===== src/rtl/alu_exec_seq_pkg.sv =====
// Shared definitions for the ALU sequencing stage: widths, ALU opcodes,
// FSM state encodings and the legal-opcode check.
package alu_exec_seq_pkg;

    localparam int DATA_WIDTH     = 32;
    localparam int REG_ADDR_WIDTH = 5;
    localparam int OPRN_WIDTH     = 6;
    localparam int NUM_REGS       = 2 ** REG_ADDR_WIDTH;

    // ALU operation codes understood by the downstream ALU
    localparam logic [OPRN_WIDTH-1:0] OPRN_ADD = 6'h01;
    localparam logic [OPRN_WIDTH-1:0] OPRN_SUB = 6'h02;
    localparam logic [OPRN_WIDTH-1:0] OPRN_MUL = 6'h03;
    localparam logic [OPRN_WIDTH-1:0] OPRN_SHR = 6'h04;
    localparam logic [OPRN_WIDTH-1:0] OPRN_SHL = 6'h05;
    localparam logic [OPRN_WIDTH-1:0] OPRN_AND = 6'h06;
    localparam logic [OPRN_WIDTH-1:0] OPRN_OR  = 6'h07;
    localparam logic [OPRN_WIDTH-1:0] OPRN_NOR = 6'h08;
    localparam logic [OPRN_WIDTH-1:0] OPRN_SLT = 6'h09;

    // FSM state encodings
    localparam logic [1:0] ST_IDLE = 2'd0;
    localparam logic [1:0] ST_READ = 2'd1;
    localparam logic [1:0] ST_EXEC = 2'd2;
    localparam logic [1:0] ST_WB   = 2'd3;

    // Legal opcodes form one contiguous unsigned range
    function automatic logic oprn_legal(input logic [OPRN_WIDTH-1:0] oprn);
        return (oprn >= OPRN_ADD) && (oprn <= OPRN_SLT);
    endfunction

endpackage


===== src/rtl/alu_exec_seq_if.sv =====
// Request, ALU and completion signals of the sequencing stage.
// Handshake: a request transfers on a rising edge where req_valid and
// req_ready are both high; req_ready is high only while the stage is idle,
// and req_* fields are don't-care whenever no transfer takes place.
interface alu_exec_seq_if;
    import alu_exec_seq_pkg::*;

    logic                      req_valid;
    logic                      req_ready;
    logic [OPRN_WIDTH-1:0]     req_oprn;
    logic [REG_ADDR_WIDTH-1:0] req_rs1;
    logic [REG_ADDR_WIDTH-1:0] req_rs2;
    logic [REG_ADDR_WIDTH-1:0] req_rd;
    logic                      req_imm_en;
    logic [DATA_WIDTH-1:0]     req_imm;
    logic [DATA_WIDTH-1:0]     alu_op1;
    logic [DATA_WIDTH-1:0]     alu_op2;
    logic [OPRN_WIDTH-1:0]     alu_oprn;
    logic [DATA_WIDTH-1:0]     alu_result;
    logic                      done;
    logic                      done_err;
    logic [DATA_WIDTH-1:0]     done_result;
    logic [1:0]                state_dbg;

    // Upstream requester plus the ALU that feeds alu_result back
    modport master (
        output req_valid, req_oprn, req_rs1, req_rs2, req_rd, req_imm_en, req_imm,
        output alu_result,
        input  req_ready, alu_op1, alu_op2, alu_oprn,
        input  done, done_err, done_result, state_dbg
    );

    // The sequencing stage itself
    modport slave (
        input  req_valid, req_oprn, req_rs1, req_rs2, req_rd, req_imm_en, req_imm,
        input  alu_result,
        output req_ready, alu_op1, alu_op2, alu_oprn,
        output done, done_err, done_result, state_dbg
    );

endinterface


===== src/rtl/alu_exec_regfile.sv =====
// 32x32 register file: two asynchronous read ports, one synchronous write
// port, register 0 reads as zero and ignores writes.
module alu_exec_regfile
    import alu_exec_seq_pkg::*;
(
    input  logic                      CLK,
    input  logic                      RST,
    input  logic [REG_ADDR_WIDTH-1:0] raddr1,
    output logic [DATA_WIDTH-1:0]     rdata1,
    input  logic [REG_ADDR_WIDTH-1:0] raddr2,
    output logic [DATA_WIDTH-1:0]     rdata2,
    input  logic                      we,
    input  logic [REG_ADDR_WIDTH-1:0] waddr,
    input  logic [DATA_WIDTH-1:0]     wdata
);

    logic [DATA_WIDTH-1:0] mem [NUM_REGS];

    // Storage: cleared by reset, written on the rising edge, r0 never written
    always_ff @(posedge CLK or negedge RST) begin
        if (!RST) begin
            for (int i = 0; i < NUM_REGS; i++) begin
                mem[i] <= '0;
            end
        end else if (we && (waddr != '0)) begin
            mem[waddr] <= wdata;
        end
    end

    // Read ports are combinational; r0 is forced to zero at the port
    always_comb begin
        rdata1 = (raddr1 == '0) ? '0 : mem[raddr1];
        rdata2 = (raddr2 == '0) ? '0 : mem[raddr2];
    end

endmodule


===== src/rtl/alu_exec_seq.sv =====
// Sequencing stage in front of the combinational ALU. Runs one operation at
// a time through IDLE -> READ -> EXEC -> WB, then writes the result back.
module alu_exec_seq
    import alu_exec_seq_pkg::*;
(
    input  logic          CLK,
    input  logic          RST,
    alu_exec_seq_if.slave bus
);

    logic [1:0]                state;
    logic [OPRN_WIDTH-1:0]     oprn_q;
    logic [REG_ADDR_WIDTH-1:0] rs1_q;
    logic [REG_ADDR_WIDTH-1:0] rs2_q;
    logic [REG_ADDR_WIDTH-1:0] rd_q;
    logic                      imm_en_q;
    logic [DATA_WIDTH-1:0]     imm_q;
    logic [DATA_WIDTH-1:0]     result_q;
    logic [DATA_WIDTH-1:0]     rf_rdata1;
    logic [DATA_WIDTH-1:0]     rf_rdata2;
    logic                      legal;
    logic                      rf_we;

    assign legal         = oprn_legal(oprn_q);
    assign rf_we         = (state == ST_WB) && legal;
    assign bus.req_ready = (state == ST_IDLE);
    assign bus.state_dbg = state;

    alu_exec_regfile u_regfile (
        .CLK    (CLK),
        .RST    (RST),
        .raddr1 (rs1_q),
        .rdata1 (rf_rdata1),
        .raddr2 (rs2_q),
        .rdata2 (rf_rdata2),
        .we     (rf_we),
        .waddr  (rd_q),
        .wdata  (result_q)
    );

    // FSM, request latch, ALU input drive, result capture and completion
    always_ff @(posedge CLK or negedge RST) begin
        if (!RST) begin
            state           <= ST_IDLE;
            oprn_q          <= '0;
            rs1_q           <= '0;
            rs2_q           <= '0;
            rd_q            <= '0;
            imm_en_q        <= 1'b0;
            imm_q           <= '0;
            result_q        <= '0;
            bus.alu_op1     <= '0;
            bus.alu_op2     <= '0;
            bus.alu_oprn    <= '0;
            bus.done        <= 1'b0;
            bus.done_err    <= 1'b0;
            bus.done_result <= '0;
        end else begin
            bus.done     <= 1'b0;
            bus.done_err <= 1'b0;
            case (state)
                ST_IDLE: begin
                    if (bus.req_valid) begin
                        oprn_q   <= bus.req_oprn;
                        rs1_q    <= bus.req_rs1;
                        rs2_q    <= bus.req_rs2;
                        rd_q     <= bus.req_rd;
                        imm_en_q <= bus.req_imm_en;
                        imm_q    <= bus.req_imm;
                        state    <= ST_READ;
                    end
                end
                ST_READ: begin
                    bus.alu_op1  <= rf_rdata1;
                    bus.alu_op2  <= imm_en_q ? imm_q : rf_rdata2;
                    bus.alu_oprn <= oprn_q;
                    state        <= ST_EXEC;
                end
                ST_EXEC: begin
                    result_q <= bus.alu_result;
                    state    <= ST_WB;
                end
                default: begin
                    // write-back itself goes through rf_we this same edge
                    bus.done     <= 1'b1;
                    bus.done_err <= !legal;
                    if (legal) begin
                        bus.done_result <= result_q;
                    end
                    bus.alu_oprn <= '0;
                    state        <= ST_IDLE;
                end
            endcase
        end
    end

endmodule


===== src/flat_wrapper.sv =====
// flat-port wrapper written by rule: the top's interface ports become plain ports
module alu_exec_seq_flat import alu_exec_seq_pkg::*;
  (CLK, RST, bus_req_valid, bus_req_oprn, bus_req_rs1, bus_req_rs2, bus_req_rd, bus_req_imm_en, bus_req_imm, bus_alu_result, bus_req_ready, bus_alu_op1, bus_alu_op2, bus_alu_oprn, bus_done, bus_done_err, bus_done_result, bus_state_dbg);
  alu_exec_seq_if bus_i ();
  input  logic CLK;
  input  logic RST;
  input wire logic [$bits(bus_i.req_valid)-1:0] bus_req_valid;
  input wire logic [$bits(bus_i.req_oprn)-1:0] bus_req_oprn;
  input wire logic [$bits(bus_i.req_rs1)-1:0] bus_req_rs1;
  input wire logic [$bits(bus_i.req_rs2)-1:0] bus_req_rs2;
  input wire logic [$bits(bus_i.req_rd)-1:0] bus_req_rd;
  input wire logic [$bits(bus_i.req_imm_en)-1:0] bus_req_imm_en;
  input wire logic [$bits(bus_i.req_imm)-1:0] bus_req_imm;
  input wire logic [$bits(bus_i.alu_result)-1:0] bus_alu_result;
  output wire logic [$bits(bus_i.req_ready)-1:0] bus_req_ready;
  output wire logic [$bits(bus_i.alu_op1)-1:0] bus_alu_op1;
  output wire logic [$bits(bus_i.alu_op2)-1:0] bus_alu_op2;
  output wire logic [$bits(bus_i.alu_oprn)-1:0] bus_alu_oprn;
  output wire logic [$bits(bus_i.done)-1:0] bus_done;
  output wire logic [$bits(bus_i.done_err)-1:0] bus_done_err;
  output wire logic [$bits(bus_i.done_result)-1:0] bus_done_result;
  output wire logic [$bits(bus_i.state_dbg)-1:0] bus_state_dbg;
  assign bus_i.req_valid = bus_req_valid;
  assign bus_i.req_oprn = bus_req_oprn;
  assign bus_i.req_rs1 = bus_req_rs1;
  assign bus_i.req_rs2 = bus_req_rs2;
  assign bus_i.req_rd = bus_req_rd;
  assign bus_i.req_imm_en = bus_req_imm_en;
  assign bus_i.req_imm = bus_req_imm;
  assign bus_i.alu_result = bus_alu_result;
  assign bus_req_ready = bus_i.req_ready;
  assign bus_alu_op1 = bus_i.alu_op1;
  assign bus_alu_op2 = bus_i.alu_op2;
  assign bus_alu_oprn = bus_i.alu_oprn;
  assign bus_done = bus_i.done;
  assign bus_done_err = bus_i.done_err;
  assign bus_done_result = bus_i.done_result;
  assign bus_state_dbg = bus_i.state_dbg;
  alu_exec_seq u_core (.CLK(CLK), .RST(RST), .bus(bus_i));
endmodule

===== config.mk =====
export PLATFORM = sky130hd
export DESIGN_NAME = alu_exec_seq_flat
export DESIGN_NICKNAME = d
export VERILOG_FILES = /design/src/rtl/alu_exec_seq_pkg.sv /design/src/rtl/alu_exec_seq_if.sv /design/src/rtl/alu_exec_regfile.sv /design/src/rtl/alu_exec_seq.sv /design/src/flat_wrapper.sv
export SDC_FILE = /design/constraint.sdc
export NUM_CORES = 2
export LEC_CHECK = 0
export CELL_PAD_IN_SITES_DETAIL_PLACEMENT = 0
export CELL_PAD_IN_SITES_GLOBAL_PLACEMENT = 1
export CORE_MARGIN = 2
export CORE_UTILIZATION = 56
export CTS_CLUSTER_SIZE = 20
export DETAILED_ROUTE_END_ITERATION = 16
export HOLD_SLACK_MARGIN = 0.12
export PLACE_DENSITY = 0.92
export SYNTH_ARGS = -nofsm -noshare
export SYNTH_HDL_FRONTEND = slang
export SYNTH_SLANG_ARGS = --single-unit

===== constraint.sdc =====
create_clock -name CLK -period 5.45 [get_ports CLK]
set_input_delay 1.635 -clock CLK [delete_from_list [all_inputs] [get_ports CLK]]
set_output_delay 1.635 -clock CLK [all_outputs]
set_load 0.02 [all_outputs]

# --- After elaboration in Yosys (flattened, before gate mapping) ---
# Cells that the tools add are included.
classes:
  muxes: 17
  order_cmp: 6
  bitwise: 4
  n_eq_ne: 4
  reduce_logical: 13
ops:
  columns: ["operator", "n"]
  rows:
  - ["bitwise mux 1024 bit", 1]
  - ["binary-select mux 32 bit (select 5 bit)", 2]
  - ["2-to-1 mux 32 bit", 8]
  - ["demux 32 bit (select 5 bit)", 1]
  - ["greater-or-equal comparator 6 bit (second input constant)", 3]
  - ["inverter 5 -> 6 bit", 3]
  - ["case mux 6 bit (2 select lines)", 1]
  - ["logical NOT 5 bit", 2]
  - ["greater-or-equal comparator 6 x 1 -> 1 bit (second input constant)", 1]
  - ["less-or-equal comparator 6 x 4 -> 1 bit (second input constant)", 1]
  - ["< comparator 6 x 1 -> 1 bit (second input constant)", 1]
  - ["case mux 2 bit (3 select lines)", 1]
  - ["nonzero test 5 bit", 1]
  - ["equality test 2 bit (second input constant)", 2]
  - ["logical AND 1 bit", 4]
  - ["AND reduction 2 bit", 2]
  - ["OR reduction 3 bit", 1]
  - ["equality test 2 x 1 -> 1 bit (second input constant)", 1]
  - ["logical NOT 2 bit", 1]
  - ["2-to-1 mux 1 bit", 2]
  - ["2-to-1 mux 2 bit", 1]
  - ["!= test 2 bit (second input constant)", 1]
  - ["OR reduction 2 bit", 1]
  - ["logical NOT 1 bit", 1]
  - ["inverter 1 bit", 1]
totals:
  ff_bits: 1216

# --- Longest topological paths before layout ---
depth:
  ltp_word: 6
  depth_mapped: 9

# --- Hierarchy ---
# Synthesis repeated with hierarchy kept, for this count alone.
hier_totals:
  cells_unflattened: 4129
  hier_area_um2: 62058.3
modules_own_cells:
  columns: ["mod", "instances", "cells_per_inst", "area_each_um2", "seq_area_each_um2"]
  rows:
  - ["alu_exec_regfile", 1, 3624, 54444.7, 25624.6]
  - ["alu_exec_seq", 1, 505, 7613.6, 4804.6]

# --- Worst setup path before layout ---
# Ideal clock, no wire load.
synth_timing:
  kind: "input to register"
  start: "in bus_req_valid"
  end: "reg u_core.imm_en_q"
  arrival_ps: 2547
  slack_ps: 2779
  required_ps: 5325
  path_stages: 3
  path_cell_list: "nand2_1 > clkbuf_1 > mux2_2"
synth_via:
  elab_chain_cells: 1
synth_rtl:
  columns: ["element", "line", "rtl"]
  rows:
  - ["start: declaration", "flat_wrapper.sv:7", "input wire logic [$bits(bus_i.req_valid)-1:0] bus_req_valid;"]
  - ["AND reduction 2 bit (no line)", null, null]
  - ["end signal: assignment", "alu_exec_seq.sv:68", "imm_en_q <= bus.req_imm_en;"]
  - ["end: declaration", "alu_exec_seq.sv:16", "logic imm_en_q;"]
# No other way between the ends.
# A chain may end at the register's enable or synchronous reset.

# --- Final worst setup path ---
layout_timing:
  start: "reg u_core.state[0], in the netlist u_core.bus.state_dbg[0]"
  end: "out bus_req_ready"
layout_via:
  elab_chain_cells: 1
layout_rtl:
  columns: ["element", "line", "rtl"]
  rows:
  - ["start: declaration", "alu_exec_seq.sv:11", "logic [1:0] state;"]
  - ["start signal: assignment", "alu_exec_seq.sv:44", "state <= ST_IDLE;"]
  - ["start signal: assignment", "alu_exec_seq.sv:70", "state <= ST_READ;"]
  - ["start signal: assignment", "alu_exec_seq.sv:77", "state <= ST_EXEC;"]
  - ["logical NOT 2 bit", "alu_exec_seq.sv:26", "assign bus.req_ready = (state == ST_IDLE);"]
  - ["end: declaration", "flat_wrapper.sv:15", "output wire logic [$bits(bus_i.req_ready)-1:0] bus_req_ready;"]
# No other way between the ends.

==> flow_summary.json <==
{
  "netlist_instances": 4702,
  "place.gp.congestion": 0.891,
  "grt.overflow.total": 0,
  "crit_chain": "inv_1 > ha_1 > clkdlybuf4s50_1",
  "clkTransAtPathRegs_ns": 0.05,
  "antenna_left": 0,
  "cap_violations": 1,
  "drive_above_1_share_pct": 40.9,
  "hp-class": "reg2reg",
  "rsz0062_at_grt": "false",
  "setup_viol_count_final": 0,
  "yosysUniqueCellTypes": 46,
  "cpLargestDelayFamily": "buffers and inverters",
  "dieArea_um2": 116000,
  "antenna_found_initial": 5,
  "violations": "capacitance limit, slew limit",
  "portBuffers": 195,
  "grt_start_max_net_pins": 119,
  "ys_warn_count": 0,
  "netlist_area_um2": 63700,
  "via_count": 44300,
  "switchingPower_mw": 15.8,
  "clock_power_share_pct": 24.0,
  "fin_nets": 4772,
  "synth-edff-count": 0,
  "synthTopCellsByArea": "dfrtp_1 48%, mux2_2 21%, mux4_2 11%",
  "netSwitchingFraction_pct": 40.5,
  "hpwl_um": 124000,
  "fin_skew_ns": 0.0335,
  "tritoncts": "yes",
  "worst-path-max-fanout": 5,
  "yosys.area.top_type": "dfrtp_1",
  "die_w_um": 341,
  "final_common_cell": "dfrtp_1",
  "numCtsBuffers": 133,
  "start_kind": "register",
  "drc_errors": 0,
  "vdd_ir_drop_max_mv": 0.587,
  "wl_um": 202000,
  "power_density_nw_per_um2": 547,
  "syn_nets": 4795,
  "ys_seq_area_share_pct": 47.8,
  "cp-end-kind": "output port",
  "fin_tns_setup_ns": 0,
  "fin_crit_ns": 3.92,
  "worst_pin_slew_ns": 1.52,
  "row_count": 123,
  "cts_setup_buffers": 0,
  "syn_avg_cell_area_um2": 13.6,
  "hold_viol": 0,
  "clk_path_buf_depth": 3,
  "ctsResizeCount": 0,
  "p_leak_nw": 32.6,
  "cp.arrival_ns": 2.28,
  "mostFrequentLayoutCells": "1207 x dfrtp_1, 1203 x mux2_2, 379 x mux2i_1",
  "r2r_cells": 5,
  "min_path_cells": 0,
  "avgRoutedWirePerCell_um": 32.1,
  "ys_ff_latch": 1216,
  "cp_slowest_cell": "clkdlybuf4s50_1",
  "critPathMaxStageDelay_ns": 0.67,
  "period_share_pct": 71.8,
  "postLayoutCoreUtil_pct": 63.2,
  "cp.depth": 3,
  "clkLatencyLatePin_ns": 0.76,
  "initial_core_util_pct": 56.6,
  "intPower_mw": 23.2,
  "slew_viol_final": 14,
  "synthFlopType": "dfrtp_1",
  "cts.sinks": 1216,
  "dr.pass1.iters": 8,
  "slew_headroom_pct": -1.46,
  "ys_async_sr_fraction_pct": 100,
  "worstSetupPathType": "reg2out",
  "power_frac_comb_pct": 38.9,
  "worst-path-buf-inv": 2,
  "first_iter_violations": 4905,
  "cts_hold_buf": 0,
  "htree_levels": 4,
  "yosys.area.top_type_share_pct": 47.8,
  "die_y_um": 341,
  "grt_pass1_wl_um": 300000,
  "syn_to_final_growth_pct": 11.8,
  "seqPwrFrac_pct": 37.2,
  "cts_root_buf": "clkbuf_16",
  "gr-usage-all-layers_pct": 34.6,
  "clock.fmax_mhz": 255,
  "grt_pass1_vias": 45400,
  "status": "finished with violations",
  "via_per_inst": 7.04,
  "coreArea_um2": 113000,
  "ioPinCount": 196,
  "worstPathRequired_ns": 3.82
}
worst register-to-register path: stages, from the launching register on:
cell,delay (ns)
dfrtp_1,0.40
o21ai_0,0.50
nand4_1,0.88
nor2_4,1.06
buf_4,0.47
mux2_2,0.39
area by class of cell:
class                      instances  area, um2
tap                             1500       1880
fill                            8379      41400
clock buffer                     194       3960
clock inverter                    44        554
sequential                      1216      30500
timing repair buffer             330       3250
multi-input combinational       2964      31000
inverter                          34        129
antenna                            5       12.5
through the flow:
stage | total power, mW | hold WS [ns] | area (um2) | instances | worst slack [ns]
final | 39.0 | 0.397 | 71200 | 6287 | 1.53
after global routing | 40.3 | 0.407 | 71200 | 6282 | 1.47
after CTS | 38.7 | 0.401 | 71200 | 6282 | 1.49
after detailed placement | 29.3 | 0.385 | 66700 | 6044 | 1.68
after global placement | 28.9 | 0.381 | 66700 | 6044 | 1.77
after floorplan | 23.3 | 0.446 | 63700 | 4702 | 2.78
registers in the layout, summed over array words and instances (netlist names):
| signal | cells |
|---|---|
| u_core.u_regfile.mem | 1024 |
| u_core.result_q | 32 |
| u_core.bus.alu_op1 | 32 |
| u_core.bus.state_dbg | 2 |
| u_core.imm_q | 32 |
| u_core.rd_q | 5 |
| u_core.bus.done_err | 1 |
| u_core.bus.alu_op2 | 32 |
| u_core.imm_en_q | 1 |
| u_core.bus.done_result | 32 |
| u_core.rs1_q | 5 |
| u_core.rs2_q | 5 |
| u_core.bus.alu_oprn | 6 |
| u_core.bus.done | 1 |
| u_core.oprn_q | 6 |
kinds of logic after synthesis:
group,after synthesis,share of synthesized area (%)
adder cells (fa/ha/maj),4,0.0786
multiplexers,1894,38.2
flip-flops,1216,47.8
AND/OR/NAND/NOR,523,3.86
buffers and inverters,522,4.07
AO/OA/AOI/OAI,543,6.01
layer usage:
metal / routed length, um / global-route usage (%) / share of wire, %
met5: 0 / 0 / 0
met4: 12500 / 19.8 / 6.2
met3: 20700 / 8.01 / 10
met2: 91500 / 52.4 / 45
met1: 76900 / 46.2 / 38
synthesized netlist by cell type (all sizes together) (44+ instances only):
cell type  count
nand2        241
nand4         59
nor2b         47
nor2          83
a21oi        102
mux2i        379
mux2        1205
dfrtp       1216
a31oi         44
o21ai         72
mux4         310
a22oi        131
clkbuf       263
buf          225
power groups by stage:
stage	clock network [mW]	registers [mW]	logic, mW
after CTS	9.41	14.4	14.9
after global routing	9.77	14.7	15.8
after floorplan	0	12.8	10.5
after detailed placement	0	14.5	14.8
after global placement	0	14.3	14.6
final	9.34	14.5	15.2
final timing paths:
kind                                      startpoint  slack [ns]                   endpoint
setup / recovery             u_core.bus.state_dbg[0]        1.53              bus_req_ready
hold / removal             u_core.u_regfile.mem[997]        0.40  u_core.u_regfile.mem[997]
setup reg to reg                    u_core.oprn_q[2]        1.65  u_core.u_regfile.mem[848]
hold reg to reg            u_core.u_regfile.mem[997]        0.40  u_core.u_regfile.mem[997]
max in group asynchronous                        RST        3.35            u_core.rs2_q[1]
min in group asynchronous                        RST        0.89  u_core.u_regfile.mem[569]
Power figures use the tool's default switching activity.
